[src/rtl/adder_fifo_pkg.sv]
// adder_fifo_pkg: shared widths and types for the multi-channel adder datapath
package adder_fifo_pkg;
  typedef logic [15:0] stats_cnt_t;
  function automatic int out_width(input int data_w, input int n_ch);
    return data_w + $clog2(n_ch);
  endfunction
  function automatic int ptr_width(input int depth);
    return $clog2(depth) + 1;
  endfunction
endpackage

[src/rtl/multi_adder_fifo_sync_fifo.sv]
// sync_fifo: synchronous FIFO with wrap-bit pointers, combinational head read and flush
module sync_fifo
  import adder_fifo_pkg::*;
#(
  parameter int DATA_WIDTH = 8,
  parameter int DEPTH = 4
) (
  input  logic                  clk_i,
  input  logic                  rst_i,
  input  logic                  flush_i,
  input  logic                  push_valid,
  output logic                  push_ready,
  input  logic [DATA_WIDTH-1:0] push_data,
  output logic                  pop_valid,
  input  logic                  pop_ready,
  output logic [DATA_WIDTH-1:0] pop_data
);
  localparam int PW = ptr_width(DEPTH);
  localparam int AW = PW - 1;
  logic [DATA_WIDTH-1:0] mem [DEPTH];
  logic [PW-1:0] wr_ptr, rd_ptr;
  logic push, pop;
  assign push_ready = !((wr_ptr[PW-1] != rd_ptr[PW-1]) && (wr_ptr[AW-1:0] == rd_ptr[AW-1:0]));
  assign pop_valid = wr_ptr != rd_ptr;
  assign pop_data = mem[rd_ptr[AW-1:0]];
  assign push = push_valid && push_ready;
  assign pop = pop_valid && pop_ready;
  always_ff @(posedge clk_i) begin
    if (rst_i || flush_i) begin
      wr_ptr <= '0;
      rd_ptr <= '0;
    end else begin
      if (push) wr_ptr <= wr_ptr + 1'b1;
      if (pop) rd_ptr <= rd_ptr + 1'b1;
    end
  end
  always_ff @(posedge clk_i) begin
    if (push) mem[wr_ptr[AW-1:0]] <= push_data;
  end
endmodule

[src/rtl/multi_adder_fifo.sv]
// multi_adder_fifo: N-channel FIFO-buffered adder join; ADDER_FIFO_STATS_EN adds txn_count and drop_flag
module multi_adder_fifo
  import adder_fifo_pkg::*;
#(
  parameter int DATA_IN_WIDTH = 8,
  parameter int N_CH = 4,
  parameter int IN_DEPTH = 4,
  parameter int OUT_DEPTH = 4,
  localparam int OUT_WIDTH = out_width(DATA_IN_WIDTH, N_CH)
) (
  input  logic                                clk_i,
  input  logic                                rst_i,
  input  logic                                flush_i,
  input  logic [N_CH-1:0][DATA_IN_WIDTH-1:0]  ch_in,
  input  logic [N_CH-1:0]                     ch_in_valid,
  output logic [N_CH-1:0]                     ch_in_ready,
  output logic [OUT_WIDTH-1:0]                out,
  output logic                                out_valid,
  input  logic                                out_ready
`ifdef ADDER_FIFO_STATS_EN
  ,
  output stats_cnt_t                          txn_count,
  output logic                                drop_flag
`endif
);
  logic [N_CH-1:0][DATA_IN_WIDTH-1:0] heads;
  logic [N_CH-1:0] heads_valid;
  logic [OUT_WIDTH-1:0] sum_d, sum_q;
  logic sum_valid, out_push_ready, fire;
  genvar i;
  generate
    for (i = 0; i < N_CH; i++) begin : g_in
      sync_fifo #(.DATA_WIDTH(DATA_IN_WIDTH), .DEPTH(IN_DEPTH)) u_in (
        .clk_i(clk_i),
        .rst_i(rst_i),
        .flush_i(flush_i),
        .push_valid(ch_in_valid[i]),
        .push_ready(ch_in_ready[i]),
        .push_data(ch_in[i]),
        .pop_valid(heads_valid[i]),
        .pop_ready(fire),
        .pop_data(heads[i])
      );
    end
  endgenerate
  assign fire = (&heads_valid) && (!sum_valid || out_push_ready);
  always_comb begin
    sum_d = '0;
    for (int k = 0; k < N_CH; k++) sum_d = sum_d + OUT_WIDTH'(heads[k]);
  end
  always_ff @(posedge clk_i) begin
    if (rst_i || flush_i) sum_valid <= 1'b0;
    else sum_valid <= fire || (sum_valid && !out_push_ready);
  end
  always_ff @(posedge clk_i) begin
    if (fire) sum_q <= sum_d;
  end
  sync_fifo #(.DATA_WIDTH(OUT_WIDTH), .DEPTH(OUT_DEPTH)) u_out (
    .clk_i(clk_i),
    .rst_i(rst_i),
    .flush_i(flush_i),
    .push_valid(sum_valid),
    .push_ready(out_push_ready),
    .push_data(sum_q),
    .pop_valid(out_valid),
    .pop_ready(out_ready),
    .pop_data(out)
  );
`ifdef ADDER_FIFO_STATS_EN
  always_ff @(posedge clk_i) begin
    if (rst_i) begin
      txn_count <= '0;
      drop_flag <= 1'b0;
    end else begin
      if (out_valid && out_ready && !flush_i) txn_count <= txn_count + 1'b1;
      if (flush_i && (sum_valid || out_valid || (|heads_valid))) drop_flag <= 1'b1;
    end
  end
`endif
endmodule
[config.mk]
export PLATFORM = sky130hd
export DESIGN_NAME = multi_adder_fifo
export DESIGN_NICKNAME = d
export VERILOG_FILES = /design/src/rtl/adder_fifo_pkg.sv /design/src/rtl/multi_adder_fifo_sync_fifo.sv /design/src/rtl/multi_adder_fifo.sv
export SDC_FILE = /design/constraint.sdc
export NUM_CORES = 1
export LEC_CHECK = 0
export ABC_AREA = 0
export ABC_CLOCK_PERIOD_IN_PS = 11150
export CAP_MARGIN = 0
export CORE_MARGIN = 5
export CORE_UTILIZATION = 28
export CTS_BUF_LIST = sky130_fd_sc_hd__clkbuf_8
export DETAILED_ROUTE_END_ITERATION = 10
export PLACE_DENSITY = 0.47
export SLEW_MARGIN = 0
export SYNTH_ARGS = -nofsm -noshare
export SYNTH_HDL_FRONTEND = slang
export SYNTH_SLANG_ARGS = --single-unit
export TNS_END_PERCENT = 20
[constraint.sdc]
create_clock -name clk_i -period 11.15 [get_ports clk_i]
set_clock_uncertainty 0.15 [all_clocks]
set_input_delay 1.6725 -clock clk_i [delete_from_list [all_inputs] [get_ports clk_i]]
set_output_delay 1.6725 -clock clk_i [all_outputs]
set_load 0.02 [all_outputs]
==> out/results.txt <==
Post-CTS Setup Inserts = 0
H-tree depth = 2
Slew Viols, Final = 0
Core ar. = 0.0325 mm²
RePlAce Congestion = 0.736
First DRT Iteration DRCs = 148
Placed cells = 1035
Nets = 723
Fillcell total = 3165
Slowest stage cell, crit path = dfxtp_1
Outcome = complete, no violations
Clock sink count = 219
PD cells = 166 mW/mm²
I/O Pins = 55
CTS Root Cell = clkbuf_8
WL met3 = 704 µm
Syn Std Cell Area = 0.00922 mm²
Via density = 4.20
Port Buffers = 54
Drt first pass iters = 4
Min cycle time layout = 4.25 ns
CTS Hold Bufs = 0
Max-Cap Viols = 0
Routed Antenna Nets = 0
Synthesized instance count = 560
Gr usage total = 10.1%
Commonest cells after routing, fill and taps aside = 178 x edfxtp_1, 67 x inv_1, 54 x clkdlybuf4s50_1
Skew-Pair Late Insertion Delay = 0.53 ns
CP Max Fanout = 10
Gr ovfl total = 0
Pin count of the biggest net entering global routing = 37
Final Cycle Share = 38.1%
Final std cells w/o fill = 1105
Site row count = 66
Uppermost routed layer = met4
Post-Route WL = 18200 µm
Share of post-route cells with drive strength above 1 = 15.2%
Longest Clk Path Bufs = 3
Seq/Total Area, Yosys = 66.9%
Area delta synth->final = 19.5%
Ant diodes = 0
Worst ir drop on vdd = 0.0857 mV
Final HPWL DP = 12800 µm
Worst Path Buf+Inv = 1
Crit Path Class = register to output pin
CP Launch Type = register
Total die area = 0.0366 mm²
Antenna violations before repair = 0
Vias in the first global route = 5070
Asr flop ratio synth = 0%
Most common cell after layout, fill and taps aside = edfxtp_1
Max_slew headroom = 38.9%
CTS Buf Count = 38
First-pass GRT wire length = 28400 µm
Max Freq = 235 MHz
Number of remaining DRC errors = 0
Crit-path cells = mux4_2, clkdlybuf4s50_1
Resized Gates After CTS = 0
Syn_nets = 650
Post-layout power = 1.82 mW
Worst Path Required = 9.33 ns
Crit-path max cell delay = 0.77 ns
Worst slew pin tran = 0.913 ns
EDFF count, synth = 178
Synth warn = 0
Setup-failing EPs final = 0
Vias = 4637
P_leak = 3.80 nW
Initial Util = 28.3%
Die height = 191 µm
RSZ-0062 raised after global routing = false
Die width = 191 µm
Arrival @ worst endpoint = 2.43 ns
CTS tree = built
Worst-path clk slew = 0.06 ns
Met1 Routed Length = 7690 µm
CP endpoint kind = output pin
Final hold violation count = 0
CP top delay family = flip-flops
Leading register cell type out of synthesis = edfxtp_1
Routed wire length per instance = 16.4 µm
Post-synthesis area per instance = 16.5 µm²
Synth Register Bits = 219
Met2 WL = 9370 µm
Synth cell types = 38
Setup_tns = 0 ns
Hold Path Class = register to register
[logic make-up (layout without fill, tap and decap cells)]
kind of cell             Yosys count  after routing  synth area share (%)
flip-flops                       219            219                  66.9
AND/OR/NAND/NOR                   84             84                  4.67
buffers and inverters             78            181                  3.43
AO/OA/AOI/OAI                     55             55                  3.58
adder cells (fa/ha/maj)           50             50                  8.09
multiplexers                      43             43                  10.4
XOR/XNOR                          31             31                  2.95
[power breakdown]
group          leakage, nW  internal (mW)  switching [mW]  total [mW]
clock                0.440          0.445           0.323       0.769
sequential            1.96          0.903         0.00413       0.907
combinational         1.41         0.0699          0.0785       0.148
[sequential cells by signal, summed over array words and instances (netlist names), named ones only]
register          cells
g_in.u_in.mem       128
u_out.mem            40
g_in.u_in.rd_ptr     12
g_in.u_in.wr_ptr     12
sum_q                10
u_out.rd_ptr          3
u_out.wr_ptr          3
sum_valid             1
[worst paths after layout]
| kind | depth (start not counted) | end | slack (ns) | start |
|---|---|---|---|---|
| max | 2 | out[3] | 6.90 | register |
| min | 0 | u_out.mem[2][7]$_DFFE_PP_ | 0.34 | sum_q[7]$_DFFE_PP_ |
| max reg2reg | 11 | sum_q[9]$_DFFE_PP_ | 7.04 | register |
| min reg2reg | 0 | u_out.mem[2][7]$_DFFE_PP_ | 0.34 | sum_q[7]$_DFFE_PP_ |
[worst register-to-register path, stage by stage, from the launching register on]
cell      delay (ns)
dfxtp_1         0.66
mux4_2          0.59
inv_1           0.09
fa_1            0.46
fa_1            0.55
inv_1           0.04
ha_1            0.33
nor2b_1         0.15
o21ai_0         0.19
a21boi_0        0.17
o31a_1          0.28
o22a_1          0.18
[layout make-up]
type | instances | area, µm² | share of cell area, %
timing repair buffer | 54 | 541 | 4.91
clock buffer | 39 | 537 | 4.87
clock inverter | 31 | 270 | 2.45
sequential | 219 | 6170 | 56.0
tap | 442 | 553 | 5.02
multi-input combinational | 263 | 2730 | 24.8
inverter | 57 | 214 | 1.94
[synthesized netlist by cell type (2+ instances only)]
cell,count,area [µm²]
inv_1,57,214
o21ai_0,14,70.1
a31oi_1,5,31.3
or2_2,3,18.8
nand2_1,7,26.3
edfxtp_1,178,5350
and2_1,20,125
buf_4,4,30.0
ha_1,34,425
nand3_1,9,45.0
dfxtp_1,41,821
o21ai_1,2,10.0
mux4_2,42,946
clkbuf_1,13,48.8
nor2_1,31,116
buf_1,2,7.51
or3_1,9,56.3
fa_1,16,320
nand3b_2,2,22.5
xnor2_1,24,210
xor2_1,7,61.3
a21oi_1,24,120
[layer usage]
layer,global-route usage [%],up-vias
met1,12.3,2307
met5,0,-
met2,18.1,83
met4,2.93,0
met3,2.28,37
li1,-,2210
[per-stage QoR]
stage	area (µm²)	setup WS (ns)	hold slack, ns	util, %
2_1_floorplan	9220	7.20	0.309	-
3_3_place_gp	10200	7.05	0.318	31.4
3_5_place_dp	10200	7.01	0.335	31.4
4_1_cts	11000	6.81	0.347	33.9
5_1_grt	11000	6.70	0.361	33.9
6_report	11000	6.90	0.342	33.9
Power figures use the tool's default switching activity.
